[src/rtl/regfile_pkg.sv]
// Shared constants and helpers for the multi-port register file and its scoreboard.
package regfile_pkg;

  localparam int ZERO_IDX = 0;

  function automatic int calc_aw(input int nregs);
    return (nregs < 2) ? 1 : $clog2(nregs);
  endfunction

endpackage

[src/rtl/regfile_scoreboard.sv]
// Pending-write scoreboard: one bit per register, set by reservations from decode and
// cleared by writeback; a reservation on the same edge as a write keeps the bit set.
module regfile_scoreboard
  import regfile_pkg::*;
#(
  parameter int NREGS    = 32,
  parameter int ZERO_REG = 1,
  localparam int AW      = calc_aw(NREGS)
) (
  input  logic             clk,
  input  logic             rst,
  input  logic [NREGS-1:0] wr_clr,
  input  logic             rsv_en,
  input  logic [AW-1:0]    rsv_addr,
  output logic [NREGS-1:0] pending,
  output logic             busy_any
);

  logic [NREGS-1:0] rsv_dec_s;
  logic [NREGS-1:0] pend_next_s;
  logic [NREGS-1:0] pending_r;
  logic             busy_any_r;

  // Decode the reservation; the hard-wired zero register never becomes pending.
  always_comb begin
    rsv_dec_s = '0;
    if (rsv_en && !((ZERO_REG != 0) && (rsv_addr == AW'(ZERO_IDX)))) begin
      rsv_dec_s[rsv_addr] = 1'b1;
    end else begin
      rsv_dec_s = '0;
    end
  end

  // A newer producer outranks the retiring one, so reserve is applied after the clear.
  always_comb begin
    pend_next_s = (pending_r & ~wr_clr) | rsv_dec_s;
  end

  // Pending state and its registered OR-reduction for drain checks.
  always_ff @(posedge clk or posedge rst) begin
    if (rst) begin
      pending_r  <= '0;
      busy_any_r <= 1'b0;
    end else begin
      pending_r  <= pend_next_s;
      busy_any_r <= |pend_next_s;
    end
  end

  assign pending  = pending_r;
  assign busy_any = busy_any_r;

endmodule

[src/rtl/regfile_mp.sv]
// Multi-port integer register file with optional zero register, optional write-to-read
// bypass and an integrated pending-write scoreboard.
module regfile_mp
  import regfile_pkg::*;
#(
  parameter int XLEN     = 32,
  parameter int NREGS    = 32,
  parameter int NRD      = 2,
  parameter int NWR      = 1,
  parameter int ZERO_REG = 1,
  parameter int BYPASS   = 1,
  localparam int AW      = calc_aw(NREGS)
) (
  input  logic                clk,
  input  logic                rst,
  input  logic [NWR-1:0]      we,
  input  logic [NWR*AW-1:0]   wa,
  input  logic [NWR*XLEN-1:0] wd,
  input  logic [NRD*AW-1:0]   ra,
  output logic [NRD*XLEN-1:0] rd,
  output logic [NRD-1:0]      rd_busy,
  input  logic                rsv_en,
  input  logic [AW-1:0]       rsv_addr,
  output logic                busy_any
);

  logic [XLEN-1:0]  regs_r    [NREGS];
  logic [XLEN-1:0]  wr_data_s [NREGS];
  logic [NREGS-1:0] wr_hit_s;
  logic [NWR-1:0]   we_eff_s;
  logic [NREGS-1:0] pending_s;
  logic [AW-1:0]    rd_idx_s  [NRD];

  // Drop writes aimed at the hard-wired zero register.
  always_comb begin
    we_eff_s = '0;
    for (int k = 0; k < NWR; k++) begin
      we_eff_s[k] = we[k] && !((ZERO_REG != 0) && (wa[k*AW +: AW] == AW'(ZERO_IDX)));
    end
  end

  // Per-register write select; later ports override earlier ones, so the highest index wins.
  always_comb begin
    wr_hit_s = '0;
    for (int r = 0; r < NREGS; r++) begin
      wr_data_s[r] = '0;
      for (int k = 0; k < NWR; k++) begin
        wr_data_s[r] = (we_eff_s[k] && (wa[k*AW +: AW] == AW'(r))) ? wd[k*XLEN +: XLEN]
                                                                  : wr_data_s[r];
        wr_hit_s[r]  = wr_hit_s[r] | (we_eff_s[k] && (wa[k*AW +: AW] == AW'(r)));
      end
    end
  end

  // Register storage.
  always_ff @(posedge clk or posedge rst) begin
    if (rst) begin
      for (int r = 0; r < NREGS; r++) begin
        regs_r[r] <= '0;
      end
    end else begin
      for (int r = 0; r < NREGS; r++) begin
        if (wr_hit_s[r]) begin
          regs_r[r] <= wr_data_s[r];
        end
      end
    end
  end

  regfile_scoreboard #(
    .NREGS    (NREGS),
    .ZERO_REG (ZERO_REG)
  ) u_scoreboard (
    .clk      (clk),
    .rst      (rst),
    .wr_clr   (wr_hit_s),
    .rsv_en   (rsv_en),
    .rsv_addr (rsv_addr),
    .pending  (pending_s),
    .busy_any (busy_any)
  );

  // Read ports; a bypassed value is by definition no longer pending from this producer.
  always_comb begin
    rd      = '0;
    rd_busy = '0;
    for (int i = 0; i < NRD; i++) begin
      rd_idx_s[i] = ra[i*AW +: AW];
      if (rst) begin
        rd[i*XLEN +: XLEN] = '0;
        rd_busy[i]         = 1'b0;
      end else if ((ZERO_REG != 0) && (rd_idx_s[i] == AW'(ZERO_IDX))) begin
        rd[i*XLEN +: XLEN] = '0;
        rd_busy[i]         = 1'b0;
      end else if ((BYPASS != 0) && wr_hit_s[rd_idx_s[i]]) begin
        rd[i*XLEN +: XLEN] = wr_data_s[rd_idx_s[i]];
        rd_busy[i]         = 1'b0;
      end else begin
        rd[i*XLEN +: XLEN] = regs_r[rd_idx_s[i]];
        rd_busy[i]         = pending_s[rd_idx_s[i]];
      end
    end
  end

endmodule

[config.mk]
export PLATFORM = sky130hd
export DESIGN_NAME = regfile_mp
export DESIGN_NICKNAME = d
export VERILOG_FILES = /design/src/rtl/regfile_pkg.sv /design/src/rtl/regfile_scoreboard.sv /design/src/rtl/regfile_mp.sv
export SDC_FILE = /design/constraint.sdc
export NUM_CORES = 2
export LEC_CHECK = 0
export BUFFER_PORTS_ARGS = -buffer_cell sky130_fd_sc_hd__buf_2
export CAP_MARGIN = 10
export CORE_ASPECT_RATIO = 0.75
export CORE_MARGIN = 3
export CORE_UTILIZATION = 45
export DETAILED_ROUTE_END_ITERATION = 6
export SYNTH_ARGS = -nofsm -noshare
export SYNTH_HDL_FRONTEND = slang
export SYNTH_SLANG_ARGS = --single-unit
[constraint.sdc]
create_clock -name clk -period 48.5 [get_ports clk]
set_input_delay 9.7 -clock clk [delete_from_list [all_inputs] [get_ports clk]]
set_output_delay 9.7 -clock clk [all_outputs]
set_load 0.005 [all_outputs]
# [After elaboration in Yosys (flattened, before gate mapping)]
# Cells that the tools add are included.
[word_totals] register_bits=1057 input_bits=56 out_inout_bits=67
[op_classes] order_cmp=6 eq_ne=31 mux=67 bitwise_logic=5 reduce_logical=42
[op_table] cell="32-bit 2-to-1 mux" n=47
[op_table] cell="32-bit binary-select mux with 5-bit select" n=4
[op_table] cell="5-bit equality test, second input constant" n=16
[op_table] cell="5-bit by 4-bit equality test with 1-bit output, second input constant" n=8
[op_table] cell="1-bit logical AND" n=35
[op_table] cell="32-bit AND" n=1
[op_table] cell="32-bit inverter" n=1
[op_table] cell="32-bit OR" n=1
[op_table] cell="32-bit OR reduction" n=1
[op_table] cell="1-bit binary-select mux with 5-bit select" n=4
[op_table] cell="5-bit by 3-bit equality test with 1-bit output, second input constant" n=4
[op_table] cell="5-bit zero test" n=4
[op_table] cell="5-bit by 6-bit less-than comparator with 1-bit output, second input constant" n=3
[op_table] cell="6-bit greater-or-equal comparator, second input constant" n=2
[op_table] cell="5-bit inverter with 6-bit output" n=2
[op_table] cell="1-bit 2-to-1 mux" n=11
[op_table] cell="5-bit by 2-bit equality test with 1-bit output, second input constant" n=2
[op_table] cell="1-bit demux with 5-bit select" n=1
[op_table] cell="5-bit by 1-bit equality test with 1-bit output, second input constant" n=1
[op_table] cell="5-bit by 1-bit greater-or-equal comparator with 1-bit output, second input constant" n=1
[op_table] cell="1-bit zero test" n=2

# [Longest topological paths before layout]
[logic_depth] ltp_word=11 depth_mapped=11 depth_no_buf=6

# [Modules after synthesis]
# A second synthesis with hierarchy kept.
[hier_totals] hier_cells=4453 hier_area_um2=57666.6
[by_module_without_submodules] mod="regfile_mp" instances=1 cells_each=4320 area_each_um2=56245.2
[by_module_without_submodules] mod="regfile_scoreboard" instances=1 cells_each=133 area_each_um2=1421.4

# [Worst setup path before layout]
# OpenSTA, ideal clock, no wires.
[synth_path] path_type="input -> output" start="in rst" end="out rd[63]" t_arrival_ns=35.898 t_required_ns=38.800 setup_slack_ns=2.902 stages=3 path_cell_list="inv_1 o21ai_1 a221oi_1"
[synth_via] elab_chain_cells=1
[synth_lines] element="from (decl)" line="regfile_mp.sv:15" source="input logic rst,"
[synth_lines] element="32-bit 2-to-1 mux" line="regfile_mp.sv:89" source="if (rst) begin"
[synth_lines] element="to (decl)" line="regfile_mp.sv:20" source="output logic [NRD*XLEN-1:0] rd,"
# Every way passes these cells.

# [Worst setup path in the final report]
[layout_path] start="in ra[5]" end="out rd[51]"
[layout_via] elab_chain_cells=7 word_cells_on_any_way=13 cone_classes="mux: 11; bitwise: 1; reduce/logical: 1"
[layout_lines] element="from (decl)" line="regfile_mp.sv:19" source="input logic [NRD*AW-1:0] ra,"
[layout_lines] element="5-bit inverter with 6-bit output (implied by the code)" line="regfile_mp.sv:96, regfile_mp.sv:99"
[layout_lines] element="32-bit binary-select mux with 5-bit select (on tied branches)" line="regfile_mp.sv:99, regfile_mp.sv:96"
[layout_lines] element="32-bit 2-to-1 mux (on tied branches) (2 in a row)" line="regfile_mp.sv:99, regfile_mp.sv:96"
[layout_lines] element="32-bit 2-to-1 mux" line="regfile_mp.sv:95" source="end else if ((BYPASS != 0) && wr_hit_s[rd_idx_s[i]]) begin"
[layout_lines] element="32-bit 2-to-1 mux (*)" line="regfile_mp.sv:92" source="end else if ((ZERO_REG != 0) && (rd_idx_s[i] == AW'(ZERO_IDX))) begin"
[layout_lines] element="32-bit 2-to-1 mux (*)" line="regfile_mp.sv:89"
# Mark *: on every way between the ends. The rest lies on a longest branch, timed or not. The select of a mux whose other input is x is not followed.

==> impl_metrics.yaml <==
outcome:
  outcome: "completed"
clock_tree:
  clkLatencyLatePin_ns: 0.73
  numClockSinks: 1057
  clk_pin_slew_ns: 0.06
  hold_buffers: 0
  root_buffer: "clkbuf_16"
  h-tree-depth: 3
  clockBufferDepth: 3
  cts.repair.resized: 0
  cts_made_buffers: 111
  cts_tree: "done"
  cts_setup_buffers: 0
drt:
  via_per_inst: 6.73
  firstDrtPassIters: 6
  ant_nets: 0
  route.vias.total: 38600
  first_iter_violations: 4781
  wl_mm: 193
  avgRoutedWirePerCell_um: 33.7
  drcViolationCount: 0
synthesis:
  syn-cell-area_um2: 57300
  ys_seq_elements: 1057
  syn-num-nets: 4193
  synth-edff-count: 0
  postSynthCellCount: 4137
  synth_area_leader_cell: "dfrtp_1"
  synth_top_area_share_pct: 46.1
  synth-main-ff-cell: "dfrtp_1"
  ys_types: 73
  yosys_warnings: 0
  synthArstFlopShare_pct: 100
  yosysSeqAreaShare_pct: 46.1
  syn_area_per_cell_um2: 13.9
  synth_area_leaders: "dfrtp_1 46%, mux2_2 19%, mux4_2 16%"
sta:
  fin_crit_ns: 23.48
  finalHoldViolations: 0
  fin_skew_ns: 0.00384
  whs_ns: 0.397
  maxSlewHeadroom_pct: 20.0
  period_share_pct: 48.4
  setup_viol: 0
  fmax_mhz: 42.6
  tightest_slew_ns: 1.20
  grt_setup_unrepaired: "false"
  maxSlewViolCount: 0
  tns_ns: 0
layout:
  area_growth_syn_to_layout_pct: 9.44
  fin_area_um2: 62700
  drive_above_1_share_pct: 44.7
  post_layout_nonfiller_instances: 5736
  fin_nets: 4053
pwr:
  power_density_nw_per_um2: 41.2
  peakVddDrop_v: 0.0000325
  p_leak_nw: 27.4
  p_total_mw: 2.58
global_route:
  grt-busiest-layer: "met2"
  track_usage_pct: 29.2
  global_route.usage.met2_pct: 43.0
  grt_overflow: 0
  grt_pass1_vias: 38200
  antenna_found_initial: 4
  grt_max_degree: 178
  grt_pass1_wl_mm: 280
  use_met3_pct: 6.58
  grt_util_met1_pct: 42.9
die:
  placementRows: 112
  die_w_um: 418
  start_util_pct: 45.7
  die_y_um: 315
  ios: 123
  core_area_um2: 125000
  dieArea_um2: 132000
setup_path:
  crit_fanout: 93
  crit_required_ns: 38.80
  worstSetupPathType: "primary input to output port"
  crit_family: "buffers and inverters"
  crit_path_max_incr_delay_ns: 0.76
  cp_common_cell: "mux4_2"
  endpoint_kind: "output port"
  startpoint_type: "primary input"
  slowest_stage: "buf_4"
  crit_buf_inv: 4
  critPathArrivalTime_ns: 13.78
  path_cells: "buf_8 -> buf_4 -> buf_12 -> mux4_2 -> mux4_2 -> mux2i_1 -> a211oi_2 -> buf_2"
placement:
  hpwlAfterDp_mm: 106
  dp.cells: 5537
  place.port_buffers: 122
  dpl_cell_area_um2: 59000
  globalplace.congestion: 0.836
worst_hold_path:
  min_path_type: "flip-flop to flip-flop"
flow_run:
  maxCapViolCount: 0
[synth_stat cells (all sizes together) (8+ instances only)]
cell and count:
nand4 32, mux2 964, nor2b 60, nand3 29
a21oi 40, a22oi 99, dfrtp 1057, o211a 26
a22o 37, o21ai 30, a31oi 47, and2 10
mux4 418, nor4 18, buf 206, nor2 53
nand2 191, mux2i 245, xnor2 8, inv 13
nor3 39, a2111oi 31, clkbuf 258, a211oi 43
o22ai 96
[power by group]
group	leakage (nW)	total [mW]	internal (mW)	switching, mW
registers	13.5	1.17	1.05	0.124
logic	12.0	0.517	0.297	0.220
clock network	1.85	0.891	0.518	0.373
[per-layer routing]
metal / routed length, µm / vias to the layer above
met3: 17100 / 376
met1: 84500 / 20800
li1: - / 15700
met5: 0 / -
met4: 7140 / 0
met2: 84400 / 1792
[worst register-to-register path, cell delays in order (launching register included)]
cell and delay [ns]:
dfrtp_1 0.38, o21ai_0 0.07, o21ai_0 0.14, or4_1 0.58, nor2_1 0.17, nand4_1 0.15
[final timing paths]
kind                                     startpoint               endpoint  slack [ns]  cells past startpoint
max                                           ra[5]                 rd[51]       25.02                      8
min                                     regs_r[999]            regs_r[999]        0.40                      0
max reg2reg                u_scoreboard.pending[30]  u_scoreboard.busy_any       46.85                      5
min reg2reg                             regs_r[999]            regs_r[999]        0.40                      0
max in group asynchronous                       rst            regs_r[298]       35.93                      5
min in group asynchronous                       rst            regs_r[566]        9.19                      2
[final cells by class]
| type | instances | area [µm²] |
|---|---|---|
| flip-flops and latches | 1057 | 26500 |
| multi-input cells | 2603 | 29000 |
| well taps | 1653 | 2070 |
| clock inverters | 25 | 334 |
| repair buffers | 211 | 1390 |
| diodes | 1 | 2.50 |
| inverters | 13 | 56.3 |
| fillers | 10700 | 62700 |
| clock buffers | 173 | 3420 |
[per-stage QoR]
step           util, %  setup WS (ns)
2_1_floorplan        -           2.90
3_3_place_gp      47.0          25.00
3_5_place_dp      47.0          24.94
4_1_cts           50.0          24.93
5_1_grt           50.0          24.75
6_report          50.0          25.02
[state kept, by name, summed over array words and instances, names as in the netlist]
name	cells
u_scoreboard.busy_any	1
u_scoreboard.pending	32
regs_r	1024
[kinds of logic after synthesis]
family / count (synthesis) / synth area share (%)
xor+xnor: 12 / 0.196
compound gates: 482 / 6.05
mux: 1627 / 39.7
buf+inv: 477 / 3.70
flops: 1057 / 46.1
simple gates: 482 / 4.26
[cells in the final DEF (no fill, tap or decap), types with 32 or more instances in the layout]
cell type | netlist | layout
a211oi_1 | 42 | 42
a21oi_1 | 40 | 39
a22o_1 | 37 | 37
a22oi_1 | 99 | 99
a31oi_1 | 47 | 47
buf_2 | 115 | 116
buf_4 | 37 | 86
clkbuf_16 | 0 | 115
clkbuf_8 | 0 | 32
dfrtp_1 | 1057 | 1057
mux2_2 | 964 | 964
mux2i_1 | 245 | 245
mux4_2 | 415 | 415
nand2_1 | 191 | 175
nand4_1 | 32 | 32
nor2_1 | 53 | 44
nor2b_1 | 60 | 57
nor3_1 | 35 | 32
o22ai_1 | 96 | 96
No activity file was read; power rests on OpenSTA's default activity.
